`src/rtl/gray_cnt_pkg.sv`:
```
// Shared types and helpers for the Gray up/down counter.
// Width-generic helpers work on 32-bit vectors; callers cast to their width.
package gray_cnt_pkg;

  localparam int CNT_MAX_WID = 32;

  typedef enum logic {
    DIR_DN = 1'b0,
    DIR_UP = 1'b1
  } dir_t;

  // All-ones value of a given width (the counter's upper limit).
  function automatic logic [CNT_MAX_WID-1:0] max_of(input int wid);
    logic [CNT_MAX_WID-1:0] m;
    m = '0;
    for (int i = 0; i < CNT_MAX_WID; i++) begin
      if (i < wid) m[i] = 1'b1;
    end
    return m;
  endfunction

  function automatic logic [CNT_MAX_WID-1:0] bin2gray(input logic [CNT_MAX_WID-1:0] b);
    return b ^ (b >> 1);
  endfunction

  // Zero-extended Gray input converts correctly: upper bits stay zero.
  function automatic logic [CNT_MAX_WID-1:0] gray2bin(input logic [CNT_MAX_WID-1:0] g);
    logic [CNT_MAX_WID-1:0] b;
    b[CNT_MAX_WID-1] = g[CNT_MAX_WID-1];
    for (int i = CNT_MAX_WID - 2; i >= 0; i--) begin
      b[i] = b[i+1] ^ g[i];
    end
    return b;
  endfunction

endpackage

```
`src/rtl/gray_bin_conv.sv`:
```
// Pure combinational binary-to-Gray converter feeding the Gray count flop.
module gray_bin_conv
  import gray_cnt_pkg::*;
#(
  parameter int WID = 4
) (
  input  logic [WID-1:0] bin_i,
  output logic [WID-1:0] gray_o
);

  // Convert through the shared package helper so there is one definition.
  always_comb begin
    gray_o = WID'(bin2gray(CNT_MAX_WID'(bin_i)));
  end

endmodule

```
`src/rtl/gray_updown_counter.sv`:
```
// Parametrised synchronous Gray up/down counter with load, wrap/saturate,
// terminal count and overflow pulse. Count is registered straight from the
// Gray conversion of the next binary state, so it never glitches.
// Optional macro GRAY_CNT_CHECK_EN adds a sticky gray_err single-bit-change
// checker on the Count output.
module gray_updown_counter
  import gray_cnt_pkg::*;
#(
  parameter int          DATA_WID  = 4,
  parameter bit          WRAP_MODE = 1'b1,
  parameter int unsigned RST_VAL   = 0
) (
  input  logic                clk,
  input  logic                reset,
  input  logic                en,
  input  logic                up_dn,
  input  logic                load,
  input  logic [DATA_WID-1:0] load_val,
  output logic [DATA_WID-1:0] Count,
  output logic [DATA_WID-1:0] Bin_Count,
  output logic                tc,
  output logic                ovf
`ifdef GRAY_CNT_CHECK_EN
  ,
  output logic                gray_err
`endif
);

  localparam logic [DATA_WID-1:0] MAX_BIN  = DATA_WID'(max_of(DATA_WID));
  localparam logic [DATA_WID-1:0] ONE      = DATA_WID'(1);
  localparam logic [DATA_WID-1:0] RST_BIN  = DATA_WID'(RST_VAL);
  localparam logic [DATA_WID-1:0] RST_GRAY = DATA_WID'(bin2gray(CNT_MAX_WID'(RST_BIN)));

  logic [DATA_WID-1:0] bin_q, bin_d;
  logic [DATA_WID-1:0] count_q, count_d;
  logic                ovf_q, ovf_d;
  logic                at_limit, limit_evt;
  dir_t                dir;

  // Limit event: a step that would cross MAX going up or 0 going down.
  always_comb begin
    dir       = dir_t'(up_dn);
    at_limit  = (dir == DIR_UP) ? (bin_q == MAX_BIN) : (bin_q == '0);
    limit_evt = en & ~load & at_limit;
  end

  assign tc = limit_evt;

  // Next binary state: load beats step; saturate mode holds at the limit.
  always_comb begin
    bin_d = bin_q;
    ovf_d = 1'b0;
    if (load) begin
      bin_d = load_val;
    end else if (en) begin
      ovf_d = limit_evt;
      if (limit_evt && !WRAP_MODE) begin
        bin_d = bin_q;
      end else if (dir == DIR_UP) begin
        bin_d = bin_q + ONE;
      end else begin
        bin_d = bin_q - ONE;
      end
    end
  end

  gray_bin_conv #(
    .WID(DATA_WID)
  ) u_next_gray (
    .bin_i (bin_d),
    .gray_o(count_d)
  );

  // State registers; reset abandons any step and clears the overflow pulse.
  always_ff @(posedge clk) begin
    if (reset) begin
      bin_q   <= RST_BIN;
      count_q <= RST_GRAY;
      ovf_q   <= 1'b0;
    end else begin
      bin_q   <= bin_d;
      count_q <= count_d;
      ovf_q   <= ovf_d;
    end
  end

  assign Count     = count_q;
  assign Bin_Count = bin_q;
  assign ovf       = ovf_q;

`ifdef GRAY_CNT_CHECK_EN
  logic [DATA_WID-1:0] prev_count_q, count_diff;
  logic                step_q, err_q, err_d, multi_bit;

  // More than one bit changed after an ordinary (non-load) cycle is an error.
  always_comb begin
    count_diff = prev_count_q ^ count_q;
    multi_bit  = (count_diff & (count_diff - ONE)) != '0;
    err_d      = err_q | (step_q & multi_bit);
  end

  // Previous Count, whether the last edge was an ordinary one, sticky error.
  always_ff @(posedge clk) begin
    if (reset) begin
      prev_count_q <= RST_GRAY;
      step_q       <= 1'b0;
      err_q        <= 1'b0;
    end else begin
      prev_count_q <= count_q;
      step_q       <= ~load;
      err_q        <= err_d;
    end
  end

  assign gray_err = err_q;
`endif

endmodule

```
`config.mk`:
```
export PLATFORM = sky130hd
export DESIGN_NAME = gray_updown_counter
export DESIGN_NICKNAME = d
export VERILOG_FILES = /design/src/rtl/gray_cnt_pkg.sv /design/src/rtl/gray_bin_conv.sv /design/src/rtl/gray_updown_counter.sv
export SDC_FILE = /design/constraint.sdc
export NUM_CORES = 1
export LEC_CHECK = 0
export CAP_MARGIN = 20
export CORE_MARGIN = 2
export CORE_UTILIZATION = 37
export DETAILED_ROUTE_END_ITERATION = 12
export MAX_ROUTING_LAYER = met4
export PLACE_DENSITY_LB_ADDON = 0.3
export SYNTH_ARGS = -nofsm -noshare
export SYNTH_HDL_FRONTEND = slang
export SYNTH_SLANG_ARGS = --single-unit
```
`constraint.sdc`:
```
create_clock -name clk -period 1.8 [get_ports clk]
set_clock_uncertainty 0.05 [all_clocks]
set_input_delay 0.36 -clock clk [delete_from_list [all_inputs] [get_ports clk]]
set_output_delay 0.36 -clock clk [all_outputs]
set_load 0.02 [all_outputs]
```
---- Yosys cells after proc, flatten, opt, wreduce, memory -nomap -nowiden ----
Index checks and enable logic that the tools add are counted.
word-level totals
  bits of input ports ..................... 9
  register bits ........................... 9
  output and inout bits ................... 10
  word-level logic and storage cells ...... 17
operators by class
  bitwise gates (word level) .............. 5
  $add $sub $neg .......................... 2
  muxes and demuxes ....................... 4
  reduce and logical (&&, ||, !) cells .... 2
  equal/unequal tests ..................... 1
operators with widths
  operator               count
  $mux W4                3
  $add A4 B1 Y4 const B  1
  $eq A4 B4 Y1 const B   1
  $logic_not A4 Y1       1
  $sub A4 B1 Y4 const B  1
  $xor A4 B3 Y4          1
  $reduce_or A3 Y1       1
  $and A1 B1 Y1          2
  $not A1 Y1             2
  $mux W1                1

---- Longest topological paths before layout ----
  depth in word-level cells ............... 5
  depth in mapped cells ................... 6
  mapped depth without buffers ............ 6

---- Cells and area by module ----
From an unflattened synthesis, not the netlist that was laid out.
unflattened totals
  cell total of the unflattened synthesis .. 53
  area, all modules ....................... 531.8 sq um
by module, submodules not included
  module               instances  cells each  area each (sq um)
  gray_updown_counter  1          49          498.0
  gray_bin_conv        1          4           33.8

---- Worst setup path after synthesis ----
No wires, ideal clock.
  kind .................................... register to output
  start point ............................. reg bin_q[2], in the netlist Bin_Count[2]
  end point ............................... out tc
  buffers on the path ..................... 0
  arrival time ............................ 1585 ps
  stages on the path, launching flop included .. 5
  setup slack ............................. -195 ps
  cells stage by stage .................... dfxtp_1 > or4_1 > nor2_1 > a31oi_1 > nor3b_1
on the way
  cells in the longest elaborated chain, start to end .. 3
  elaborated cells between the ends (all ways) .. 4
  those cells by class .................... 1 x eq/ne; 1 x mux; 1 x bitwise; 1 x reduce/logical
RTL lines
  item                                              RTL line                   text
  from (decl)                                       gray_updown_counter.sv:34  logic [DATA_WID-1:0] bin_q, bin_d;
  from (signal assigned)                            gray_updown_counter.sv:81  bin_q <= bin_d;
  $eq A4 B4 Y1 or $logic_not A4 Y1 (tied branches)  gray_updown_counter.sv:43  at_limit = (dir == DIR_UP) ? (bin_q == MAX_BIN) : (bin_q == '0);
  $mux W1 *                                         gray_updown_counter.sv:43
  $and A1 B1 Y1 *                                   gray_updown_counter.sv:44  limit_evt = en & ~load & at_limit;
  to (decl)                                         gray_updown_counter.sv:21  output logic tc,
Every way passes the cells marked *; elsewhere a longest branch is shown, timed or not.

---- Worst setup path in the final report ----
  start point ............................. reg bin_q[0], in the netlist Bin_Count[0]
  end point ............................... out tc
The elaborated chain is that of the path after synthesis.

==> flow_metrics.tcl <==
set metrics [dict create \
    wl_per_cell_microns 12.2 \
    areaGrowthSynthToFinish_pct 80.8 \
    r2r_cells 7 \
    crit_type "reg2out" \
    worstHoldPathCells 3 \
    drv_slew 0 \
    grt_pass1_wl_microns 2010 \
    worst_pin_slew_ns 0.266 \
    crit_fanout 2 \
    drtIter0Drc 6 \
    grt.overflow.total 0 \
    synth_edf_count 0 \
    die_w_microns 40.9 \
    num_antenna_cells 0 \
    leakagePower_nw 0.463 \
    io_pins 19 \
    clk_latency_ns 0.25 \
    reg2reg_setup_slack_ns -0.12 \
    finalHoldViolations 0 \
    clock-sinks 8 \
    synth_top_area_frac 0.318 \
    route.detailed.drc 0 \
    ys_top_cells_by_count "dfxtp_1 (8), nor2_1 (6), inv_1 (3), mux2i_1 (3)" \
    violations "setup timing" \
    start_util 0.391 \
    final_util 0.708 \
    fin_nets 108 \
    hpwl_microns 979 \
    synth-main-ff-cell "dfxtp_1" \
    synth_most_common_cell "dfxtp_1" \
    core-area_sq_um 1280 \
    vias_per_cell 5.03 \
    hp-class "in2reg" \
    synth_warnings 0 \
    holdBufCountCts 0 \
    synth_top_cell_by_area "dfxtp_1" \
    min_period_ns 1.97 \
    first_pass_iters 4 \
    cap_violations 0 \
    synthCells 54 \
    port_buffers 18 \
    cts-htree-levels 1 \
    place_congestion 0.771 \
    synthArstFlopShare 0 \
    setup_viol 3 \
    cts.clk_slew.worst_paths_ns 0.05 \
    period_share 1.10 \
    fp-row-count 13 \
    syn_avg_cell_area_sq_um 9.31 \
    grt_max_degree 7 \
    grt_pass1_vias 476 \
    status "complete, but fails checks" \
    synth.yosys.seq_area_share 0.318 \
    peakVddDrop_mv 0.573 \
    power.density_nw_per_um2 657 \
    arrival_ns 1.56 \
    clock.fmax_mhz 507 \
    yosys-top-cells-area "dfxtp_1 (32%), mux2i_1 (6.0%), ha_1 (5.0%)" \
    netlist_area_sq_um 503 \
    hold_slack_ns 0.601 \
    antenna_found_initial 0 \
    setup_slack_ns -0.172 \
    clockBufferDepth 2 \
    cp.required_ns 1.39 \
    cp-end-kind "primary output" \
    ant_nets 0 \
    grt_usage 0.195 \
    drive_gt1_frac 0.404 \
    setup_tns_ns -0.330 \
    routed_wl_microns 1330 \
    cts_buffers 3 \
    clockRootBuffer "clkbuf_4" \
    slew_headroom 0.820 \
    dp_slack_ns -0.854 \
    die-area_sq_um 1670 \
    vias 548 \
    syn-num-nets 66 \
    ys_ff_latch 8 \
    ys_types 32 \
    die_h_microns 40.9 \
    critPathLaunchType "flop" \
    rsz0062_at_grt "yes" \
    cts_tree "done" \
]
==> state kept, by name, indices dropped and copies added, names as in the netlist <==
signal     cells
Bin_Count      4
Count          3
ovf            1
==> power breakdown <==
group	leakage [nW]	switching [mW]	internal (mW)
registers	0.0668	0.00908	0.196
clock network	0.0138	0.0595	0.0762
logic	0.382	0.111	0.145
==> worst max-delay path, cell delays in order (launching register included) <==
cell,delay [ns]
dfxtp_2,0.32
or4_4,0.52
nor2_2,0.10
a31oi_2,0.05
nor3b_2,0.16
buf_4,0.16
==> timing repair <==
item,4_1_cts,5_1_grt
buffers inserted,3,5
setup endpoints to repair,7,3
resized for setup,15,8
pin swaps,6,3
==> placed cells by master, fill, tap and decap left out, drive strengths merged, types with 3 or more instances in the layout <==
cell / instances
buf: 23
clkdlybuf4s50: 11
dfxtp: 8
nor2: 6
clkbuf: 4
dlymetal6s2s: 3
inv: 3
mux2i: 3
==> area by class of cell <==
class,instances,area (sq um)
clock buffer,3,22.5
fill,106,375
inverter,3,11.3
multi-input combinational,40,344
sequential,8,163
tap,15,18.8
timing repair buffer,40,350
==> per-stage QoR <==
step / area [sq um] / std cells / total power [mW]
global route: 910 / 109 / 0.638
floorplan: 510 / 54 / 0.325
CTS: 853 / 104 / 0.584
finish: 910 / 109 / 0.597
detailed placement: 791 / 98 / 0.428
global placement: 791 / 98 / 0.423
==> per-layer routing <==
layer,part of all wire,up-vias,GRT usage
li1,-,281,-
met1,0.44,253,0.213
met2,0.51,14,0.336
met3,0.047,0,0.0815
met4,0,0,0.0250
met5,0,-,-
==> kinds of logic (layout without fill, tap and decap cells) <==
group / count (synthesis) / after routing / synth area share
and+or+nand+nor: 19 / 19 / 0.236
AOI/OAI and AO/OA: 11 / 11 / 0.152
DFF: 8 / 8 / 0.318
buffers and inverters: 6 / 46 / 0.0696
muxes: 4 / 4 / 0.0821
adders and majority gates: 3 / 3 / 0.0895
xor gates and xnor gates: 3 / 3 / 0.0522
==> worst paths after layout <==
kind,from,endpoint
worst max-delay path,Bin_Count[0]$_SDFF_PP0_,tc
worst min-delay path,load,ovf$_SDFF_PP0_
worst max register to register,Bin_Count[0]$_SDFF_PP0_,Count[1]$_SDFF_PP0_
worst min register to register,Bin_Count[3]$_SDFF_PP0_,Bin_Count[3]$_SDFF_PP0_
Note: power is estimated with default switching activity, not from simulation.
